**src/rtl/digdug_busif.sv**
```systemverilog
// Bus bridge between the main CPU and the custom I/O chips: control register,
// indexed data port with write strobe / read pass-through, and a periodic NMI.
module digdug_busif #(
  parameter int PRESC = 2400,
  parameter int NMIW  = 64
) (
  input  logic       CL,
  input  logic       RESET,
  input  logic       CPU_CS_CTRL,
  input  logic       CPU_CS_DATA,
  input  logic       CPU_WR,
  input  logic       CPU_RD,
  input  logic [7:0] CPU_DI,
  output logic [7:0] CPU_DO,
  output logic       CPU_NMI_N,
  output logic [3:0] IO_CS,
  output logic       IO_WR,
  output logic [4:0] IO_AD,
  output logic [7:0] IO_DO,
  input  logic [7:0] IO_DI
);

  // The longest period is 8 units; the timer must hold up to 8*PRESC-1.
  localparam int              TW      = $clog2(8 * PRESC);
  localparam logic [31:0]     PRESC_U = 32'(PRESC);
  localparam logic [TW-1:0]   NMIW_T  = TW'(NMIW);

  logic [7:0]    ctrl;
  logic [3:0]    idx;
  logic          cmdpend;
  logic          wr_q, rd_q, ctl_q;
  logic          io_wr;
  logic [4:0]    strobe_ad;
  logic [7:0]    io_do;
  logic [TW-1:0] timer;
  logic          done;
  logic          nmi_n;

  logic          data_wr, data_rd, ctrl_wr;
  logic          ctrl_edge, wr_edge, rd_edge;
  logic          chip_en, wr_en, rd_en;
  logic [TW-1:0] period_m1, timer_nx;
  logic          timer_wrap, done_nx;

  // NOTE: every signal assigned in always_comb gets a value on every path,
  // otherwise synthesis infers a latch to hold the old one.
  always_comb begin
    data_wr    = CPU_CS_DATA & CPU_WR;
    data_rd    = CPU_CS_DATA & CPU_RD;
    ctrl_wr    = CPU_CS_CTRL & CPU_WR;
    // A control write in the same cycle swallows any data-port access.
    ctrl_edge  = ctrl_wr & ~ctl_q;
    wr_edge    = data_wr & ~wr_q & ~ctrl_edge;
    rd_edge    = data_rd & ~rd_q & ~ctrl_edge;
    chip_en    = |ctrl[3:0];
    wr_en      = chip_en & ~ctrl[4];
    rd_en      = chip_en & ctrl[4];
    period_m1  = TW'((32'(ctrl[7:5]) + 32'd1) * PRESC_U - 32'd1);
    timer_wrap = (timer == period_m1);
    timer_nx   = timer_wrap ? '0 : timer + TW'(1);
    done_nx    = done | timer_wrap;
  end

  // NOTE: sequential state uses non-blocking assignments so every register
  // samples the pre-edge values, independent of statement order.
  always_ff @(posedge CL or posedge RESET) begin
    if (RESET) begin
      ctrl      <= '0;
      idx       <= '0;
      cmdpend   <= 1'b0;
      wr_q      <= 1'b0;
      rd_q      <= 1'b0;
      ctl_q     <= 1'b0;
      io_wr     <= 1'b0;
      strobe_ad <= '0;
      io_do     <= '0;
      timer     <= '0;
      done      <= 1'b0;
      nmi_n     <= 1'b1;
    end else begin
      wr_q  <= data_wr;
      rd_q  <= data_rd;
      ctl_q <= ctrl_wr;
      io_wr <= 1'b0;

      if (ctrl_edge) begin
        ctrl    <= CPU_DI;
        idx     <= '0;
        cmdpend <= 1'b1;
      end else if (wr_edge && wr_en) begin
        io_wr <= 1'b1;
        io_do <= CPU_DI;
        if (cmdpend) begin
          strobe_ad <= 5'h10;
          cmdpend   <= 1'b0;
        end else begin
          strobe_ad <= {1'b0, idx};
          idx       <= idx + 4'd1;
        end
      end else if (rd_edge && rd_en) begin
        idx     <= idx + 4'd1;
        cmdpend <= 1'b0;
      end

      // NMI output is computed from next-state values so it is aligned
      // with the timer wrap rather than lagging it by a cycle.
      if (ctrl_edge) begin
        timer <= '0;
        done  <= 1'b0;
        nmi_n <= 1'b1;
      end else if (!chip_en) begin
        timer <= '0;
        nmi_n <= 1'b1;
      end else begin
        timer <= timer_nx;
        done  <= done_nx;
        nmi_n <= ~(done_nx && (timer_nx < NMIW_T));
      end
    end
  end

  assign IO_CS     = ctrl[3:0];
  assign IO_WR     = io_wr;
  assign IO_AD     = io_wr ? strobe_ad : {cmdpend, idx};
  assign IO_DO     = io_do;
  assign CPU_NMI_N = nmi_n;
  assign CPU_DO    = CPU_CS_CTRL            ? ctrl  :
                     (CPU_CS_DATA && rd_en) ? IO_DI : 8'hFF;

endmodule
```
**config.mk**
```make
export PLATFORM = sky130hd
export DESIGN_NAME = digdug_busif
export DESIGN_NICKNAME = d
export VERILOG_FILES = /design/src/rtl/digdug_busif.sv
export SDC_FILE = /design/constraint.sdc
export NUM_CORES = 1
export LEC_CHECK = 0
export BUFFER_PORTS_ARGS = -buffer_cell sky130_fd_sc_hd__buf_2
export CAP_MARGIN = 10
export CORE_ASPECT_RATIO = 0.75
export CORE_MARGIN = 3
export CORE_UTILIZATION = 44
export CTS_BUF_LIST = sky130_fd_sc_hd__clkbuf_8
export DETAILED_ROUTE_END_ITERATION = 10
export SETUP_SLACK_MARGIN = 0.3
export SLEW_MARGIN = 5
export SYNTH_ARGS = -nofsm -noshare
export SYNTH_HDL_FRONTEND = slang
export SYNTH_SLANG_ARGS = --single-unit
```
**constraint.sdc**
```tcl
create_clock -name CL -period 8.25 [get_ports CL]
set_input_delay 1.2375 -clock CL [delete_from_list [all_inputs] [get_ports CL]]
set_output_delay 1.2375 -clock CL [all_outputs]
set_load 0.005 [all_outputs]
```
-- Yosys cells after proc, flatten, opt, wreduce, memory -nomap -nowiden
Index checks and enable logic that the tools add are counted.
- bitwise gates (word level): 17
- $mul: 1
- eq/ne operators: 2
- muxes and demuxes: 20
- add/sub/neg operators: 4
- shifts and indexed selects: 0
- order comparisons: 1
- div/mod/pow operators: 0
- reductions and logical operators: 9
- operator list (cell ; number):
    two-way mux 15 bit ; 3
    two-way mux 4 bit ; 4
    two-way mux 8 bit ; 2
    adder 15 x 1 -> 15 bit, second input constant ; 1
    equality test 15 bit ; 1
    less-than comparator 15 x 7 -> 1 bit, second input constant ; 1
    subtractor 15 x 1 -> 15 bit, second input constant ; 1
    bitwise AND 1 bit ; 10
    multiplier 4 x 7 -> 10 bit, second input constant ; 1
    two-way mux 5 bit ; 2
    two-way mux 1 bit ; 9
    NOT 1 bit ; 6
    adder 3 x 1 -> 4 bit, second input constant ; 1
    adder 4 x 1 -> 4 bit, second input constant ; 1
    logical AND 1 bit ; 4
    AND reduction 2 bit ; 2
    OR reduction 4 bit ; 1
    inequality test 3 bit, second input constant ; 1
    nonzero test 3 bit ; 1
    nonzero test 2 bit ; 1
    bitwise OR 1 bit ; 1
- word-level logic and storage cells: 66
- memory bits (read-only): 0
- memories kept: 0
- output and inout bits: 27
- input bits: 22
- latch bits: 0
- RAM bits: 0
- register bits: 47

-- Longest topological paths before layout
Gate-level depths: netlist (run 1).
- depth after elaboration: 10
- depth in mapped cells: 14
- depth with buffers taken out: 13

-- Worst setup path after synthesis (run 1)
OpenSTA, ideal clock, no wires.
- kind: register to register
- start: register ctrl[5]
- end: register timer[10]
- buffers on the path: 1
- setup time: 0.140 ns
- required time: 8.110 ns
- clock period less this slack: 3.801 ns
- slack: 4.449 ns
- cell stages (with the launch flop): 14
- arrival: 3.661 ns
- cell sequence: dfrtp_1 -> ha_1 -> xor2_1 -> ha_1 -> fa_1 -> ha_1 -> xor2_1 -> nor4_4 -> o211ai_1 -> xor2_1 -> or3b_4 -> a211oi_4 -> buf_6 -> nor3_2
- cells in the longest elaborated chain, start to end: 7
- RTL lines (item ; line ; RTL):
    start, declared ; 28 ; logic [7:0] ctrl;
    start signal, assigned ; 68 ; ctrl <= '0;
    start signal, assigned ; 87 ; ctrl <= CPU_DI;
    adder 3 x 1 -> 4 bit ; 58 ; period_m1 = TW'((32'(ctrl[7:5]) + 32'd1) * PRESC_U - 32'd1);
    multiplier 4 x 7 -> 10 bit ; 58 ;
    subtractor 15 x 1 -> 15 bit ; 58 ;
    equality test 15 bit ; 59 ; timer_wrap = (timer == period_m1);
    two-way mux 15 bit ; 60 ; timer_nx = timer_wrap ? '0 : timer + TW'(1);
    two-way mux 15 bit ; 111 ; end else if (!chip_en) begin
    two-way mux 15 bit ; 107 ; if (ctrl_edge) begin
    end signal, assigned ; 115 ; timer <= timer_nx;
    end, declared ; 35 ; logic [TW-1:0] timer;
Every way passes these cells.
A chain may end at the register's enable or synchronous reset.

-- Final worst setup path (run 1)
- start: register ctrl[5]
- end: register timer[5]
Same word-level chain as after synthesis.

==> results of run 1 <==
## Yosys cell counts, types with 3 or more instances
library cell / number / area (µm²)
nor2_1: 23 / 86.3
and2_1: 3 / 18.8
a21oi_1: 12 / 60.1
nor3_1: 8 / 40.0
buf_4: 4 / 30.0
nand2_1: 56 / 210
o21ai_0: 14 / 70.1
dfrtp_1: 46 / 1150
mux2_2: 4 / 45.0
and3_1: 3 / 18.8
nor3_2: 6 / 60.1
inv_1: 15 / 56.3
nand3_1: 14 / 70.1
nor2_2: 3 / 18.8
xor2_1: 17 / 149
xnor2_1: 18 / 158
a31oi_1: 3 / 18.8
ha_1: 14 / 175
clkbuf_1: 8 / 30.0
nand2b_1: 3 / 18.8
## registers in the layout, summed over array words and instances (netlist names)
name,cells
IO_WR,1
strobe_ad,5
IO_DO,8
timer,15
CPU_NMI_N,1
ctl_q,1
idx,4
ctrl,8
done,1
cmdpend,1
wr_q,1
rd_q,1
## tightest hold or removal path, delay by kind of cell, from the launching register on
family        cells  cell delay, ns
flops             1            0.35
simple gates      2            0.10
## worst max-delay path by stage
stage | cells after the start | slack (ns) | to | startpoint
6_report | 12 | 3.88 | timer[5] | ctrl[5]
5_1_grt | 12 | 3.60 | timer[6] | ctrl[5]
4_1_cts | 12 | 3.89 | timer[3] | ctrl[5]
3_5_place_dp | 12 | 3.90 | timer[3] | ctrl[5]
3_3_place_gp | 12 | 4.03 | timer[6] | ctrl[5]
2_1_floorplan | 13 | 4.45 | timer[10] | ctrl[5]
## layer usage
layer / vias up / part of all wire (%)
met1: 1075 / 51
met4: 0 / 1.1
met3: 8 / 3.6
met5: - / 0
li1: 1137 / -
met2: 36 / 45
## final cells by class
class / count / area (µm²) / share of cell area [%]
multi-input combinational: 236 / 1570 / 48.5
sequential: 47 / 1180 / 36.3
timing repair buffer: 48 / 240 / 7.41
tap: 78 / 97.6 / 3.01
clock buffer: 5 / 68.8 / 2.12
inverter: 17 / 63.8 / 1.97
clock inverter: 3 / 20.0 / 0.618
## power by group through the flow
stage          Sequential [µW]  Clock [µW]  Combinational (µW)
3_3_place_gp               314           0                 291
3_5_place_dp               316           0                 297
6_report                   312         142                 296
2_1_floorplan              309           0                 220
5_1_grt                    319         155                 336
4_1_cts                    312         146                 299
## logic make-up (layout without fill, tap and decap cells)
| kind of cell | Yosys count | after routing | synth area share (%) |
|---|---|---|---|
| and+or+nand+nor | 135 | 135 | 23.6 |
| DFF | 47 | 47 | 40.6 |
| AOI/OAI and AO/OA | 44 | 44 | 10.0 |
| xor gates and xnor gates | 37 | 37 | 11.9 |
| buffers and inverters | 34 | 73 | 5.26 |
| adders and majority gates | 15 | 15 | 6.72 |
| muxes | 5 | 5 | 1.90 |
## per-stage QoR
stage / hold slack, ns / setup slack, ns / power, µW / std cells / area (µm²)
2_1_floorplan: 0.440 / 4.45 / 529 / 317 / 2900
3_3_place_gp: 0.455 / 4.03 / 605 / 426 / 3150
3_5_place_dp: 0.463 / 3.90 / 613 / 426 / 3150
4_1_cts: 0.484 / 3.89 / 757 / 434 / 3240
5_1_grt: 0.512 / 3.60 / 810 / 434 / 3240
6_report: 0.477 / 3.88 / 750 / 434 / 3240
==> qor.yml, run 1 <==
cts-htree-levels: 2
rr_endpoint: "timer[5]"
switchingPower_uw: 287
ctsResizeCount: 0
tns_ns: 0
diodes: 0
syn_avg_cell_area_um2: 9.16
pwr-share-comb_pct: 39.4
area_growth_pct: 11.6
peakVddDrop_uv: 88.8
reg2regPathDepth: 12
slowest_stage: "a211oi_4"
grt_overflow: 0
grt_max_degree: 48
r2r-start: "ctrl[5]"
cp.arrival_ns: 4.53
drc_errors: 0
setup-violations-final: 0
clk_pin_slew_worst_paths_ns: 0.09
cts-root-buf: "clkbuf_8"
critPathTopFamily: "adder cells"
hold_start: "IO_DO[5]"
min_path_cells: 2
hpwl_um: 4890
seqPwrFrac_pct: 41.6
power_switching_share_pct: 38.3
grt_util_all_layers_pct: 17.6
hold_buffers: 0
final_cell_mix: "nand2_1 (56), buf_2 (48), dfrtp_1 (46), nor2_1 (23), xnor2_1 (18)"
cts_buffer_depth: 2
start_kind: "register"
path_buf_inv: 0
yosys_warnings: 0
rsz0062_at_grt: "no"
clkLatencyLatePin_ns: 0.31
p_leak_uw: 0.00157
numCtsBuffers: 5
fillers: 569
place.gp.congestion: 0.788
hold_viol: 0
first_iter_violations: 77
num_rows: 24
use_met2_pct: 26.5
cts_tree: "done"
outcome: "finished clean"
path_class: "reg -> reg"
synth_cell_types: 56
hold_class: "reg -> reg"
dieWidth_um: 99.8
final_max_slew_viol_count: 0
wirelength_um: 6450
p_int_uw: 463
maxSlewHeadroom_pct: 34.6
crit_required_ns: 8.41
final_common_cell: "nand2_1"
synth-edff-count: 0
syn_nets: 354
die_area_um2: 7620
start_util_pct: 47.6
ys.flop_type: "dfrtp_1"
clkPwrFrac_pct: 19.0
ant_nets: 0
cp_cell_sequence: "ha_1, xor2_1, ha_1, fa_1, ha_1, xor2_1, nor4_4, o211ai_1, xor2_1, or3b_4, a211oi_4, nor3_1"
syn_area_um2: 2900
firstDrtPassIters: 4
die_y_um: 76.3
worstMarginPinSlew_ns: 0.979
synth_seq_cells: 47
ys_seq_area_share_pct: 40.6
slowest_delay_ns: 0.73
power.density_nw_per_um2: 232
wl_per_cell_um: 14.9
final_util_pct: 53.2
grt_pass1_vias: 2211
end_kind: "register"
antenna_found_initial: 0
coreArea_um2: 6100
avgViaCountPerCell: 5.20
grt_util_met3_pct: 4.48
cts_sinks: 47
ioPinCount: 49
fmax_mhz: 229
reg2reg_setup_slack_ns: 3.88
syn_inst: 317
groute.layer.met1.usage_pct: 25.3
vias: 2256
cap_violations: 0
grt_pass1_wl_um: 10800
busiest_layer: "met2"
fin_skew_ns: 0.00749
drive_gt1_share_pct: 21.9
port-buffer-count: 48
post-route-period-util_pct: 53.0
min_to: "IO_DO[5]"
synthArstFlopShare_pct: 100
cts_setup_buffers: 0
finalWorstPathRequiredPeriod_ns: 4.37
nNetsFinal: 392
worstPathMaxFanout: 14
Note: power is estimated with default switching activity, not from simulation.
==> inputs of run 2 (changes only) <==
==> constraint.sdc (replaced) <==
create_clock -name CL -period 4.3 [get_ports CL]
set_input_delay 0.645 -clock CL [delete_from_list [all_inputs] [get_ports CL]]
set_output_delay 0.645 -clock CL [all_outputs]
set_load 0.005 [all_outputs]
==> qor.yml, run 2 (same netlist as run 1, synthesis figures left out) <==
outcome: "finished clean"
finalWorstPathRequiredPeriod_ns: 3.87  # -0.499 ns
crit_required_ns: 4.46  # -3.95 ns
path_class: "reg -> reg"
grt_pass1_vias: 2163  # -2.2%
total_power_uw: 1450  # +93%
fillers: 579  # +1.8%
cts_setup_buffers: 0  # unchanged
final_util_pct: 54.1  # +0.90 points
hold_class: "reg -> reg"
cp.arrival_ns: 4.03  # -0.50 ns
crit_cells: 13  # +1
cp_cell_sequence: "ha_2, xor2_1, ha_1, fa_1, ha_1, xor2_1, nor4_4, o211ai_1, xor2_1, or3b_4, a211oi_4, buf_6, nor3_1"
hpwl_um: 4850  # -0.82%
area_growth_pct: 13.5
busiest_layer: "met1"
cts_tree: "done"
wirelength_um: 6460  # +0.12%
worstPathMaxFanout: 14  # unchanged
dieWidth_um: 99.8  # unchanged
drive_gt1_share_pct: 24.4  # +2.5 points
grt_util_all_layers_pct: 17.2  # -0.43 points
cts-htree-levels: 2  # unchanged
use_met2_pct: 25.4  # -1.1 points
final_common_cell: "nand2_1"
cts_buffer_depth: 2  # unchanged
start_kind: "register"
fmax_mhz: 258  # +13%
end_kind: "register"
p_leak_uw: 0.00158  # +1.2%
ant_nets: 0  # unchanged
hold_viol: 0  # unchanged
final_max_slew_viol_count: 0  # unchanged
first_iter_violations: 70  # -9.1%
max_flop_register: "timer"
ioPinCount: 49  # unchanged
reg2regPathDepth: 13  # +1
coreArea_um2: 6100  # unchanged
fin_skew_ns: 0.00838  # +0.000888 ns
cts-root-buf: "clkbuf_8"
wl_per_cell_um: 14.7  # -0.79%
drc_errors: 0  # unchanged
setup_slack_ns: 0.427  # -3.45 ns
place.gp.congestion: 0.830  # +5.3%
post-route-period-util_pct: 90.1  # +37 points
clk_pin_slew_worst_paths_ns: 0.08  # about the same
rsz0062_at_grt: "yes"
multi_input_area_um2: 1590  # +1.4%
setup-violations-final: 0  # unchanged
cts_sinks: 47  # unchanged
whs_ns: 0.475  # -0.00206 ns
groute.layer.met1.usage_pct: 26.1  # +0.78 points
final_cell_mix: "nand2_1 (56), buf_2 (48), dfrtp_1 (44), nor2_1 (23), xnor2_1 (18)"
path_buf_inv: 1  # +1
largest_reg_flops: 15  # unchanged
diodes: 0  # unchanged
grt_overflow: 0  # unchanged
num_rows: 24  # unchanged
critPathTopFamily: "adder cells"
maxSlewHeadroom_pct: 33.7  # -0.93 points
avgViaCountPerCell: 5.18  # -0.25%
grt_max_degree: 48  # unchanged
path_common_cell: "xor2_1"
antenna_found_initial: 0  # unchanged
dp_slack_ns: 0.198  # -3.70 ns
clkLatencyLatePin_ns: 0.30  # about the same
power.density_nw_per_um2: 439  # +90%
slowest_delay_ns: 0.45  # -0.28 ns
die_area_um2: 7620  # unchanged
vias: 2271  # +0.66%
slowest_stage: "dfrtp_2"
min_path_cells: 2  # unchanged
worstMarginPinSlew_ns: 0.993  # +0.0139 ns
numCtsBuffers: 5  # unchanged
grt_pass1_wl_um: 10700  # -1.1%
cap_violations: 0  # unchanged
peakVddDrop_uv: 236  # +170%
hold_buffers: 0  # unchanged
port-buffer-count: 48  # unchanged
tns_ns: 0  # unchanged
grt_util_met3_pct: 3.57  # -0.91 points
start_util_pct: 47.6  # unchanged
nNetsFinal: 396  # +1.0%
seq_area_um2: 1180  # +0.21%
die_y_um: 76.3  # unchanged
firstDrtPassIters: 4  # unchanged
-- run 2: cell count changes in the layout (fill, tap and decap cells not counted), moves of 2 or more --
cell / before / now
dfrtp_1: 46 / 44
ha_1: 14 / 12
buf_4: 0 / 3
dfrtp_2: 0 / 2
-- run 2: final timing paths --
path / from / end / slack (ns)
worst max-delay path: ctrl[5] / timer[3] / 0.43
worst max register to register: ctrl[5] / timer[3] / 0.43
min in group asynchronous: RESET / strobe_ad[0] / 0.57
worst min-delay path: IO_DO[1] / IO_DO[1] / 0.48
worst min register to register: IO_DO[1] / IO_DO[1] / 0.48
max in group asynchronous: RESET / ctrl[5] / 3.04
-- run 2: per-stage QoR --
step	cell area (µm²)	std cells
2_1_floorplan	2900	317
3_3_place_gp	3180	430
3_5_place_dp	3180	430
4_1_cts	3270	438
5_1_grt	3300	438
6_report	3300	438
-- run 2: final cells by class --
cell class	count	area share [%]
Sequential cell	47	35.8
Inverter	17	1.94
Clock buffer	5	2.09
Tap cell	78	2.96
Clock inverter	3	0.532
Multi-Input combinational cell	236	48.4
Timing Repair Buffer	52	8.31
-- run 2: power breakdown --
part / switching [µW] / internal, µW / leakage (µW)
Clock: 148 / 113 / 0.0000493
Combinational: 327 / 260 / 0.000927
Sequential: 74.4 / 525 / 0.000609
Total: 549 / 898 / 0.00158
-- run 2: layer usage --
metal	wire [µm]	vias to the layer above
li1	-	1147
met1	3320	1092
met2	2940	27
met3	164	5
met4	40	0
met5	0	-
-- run 2: what timing repair did --
item	4_1_cts	5_1_grt
gates resized for setup	2	6
pin swaps	0	0
setup endpoints to repair	1	15
-- run 2: tightest hold or removal path, stage by stage (launching register included) --
cell and delay, ns:
dfrtp_1 0.34, nand2_1 0.05, nand2_1 0.06
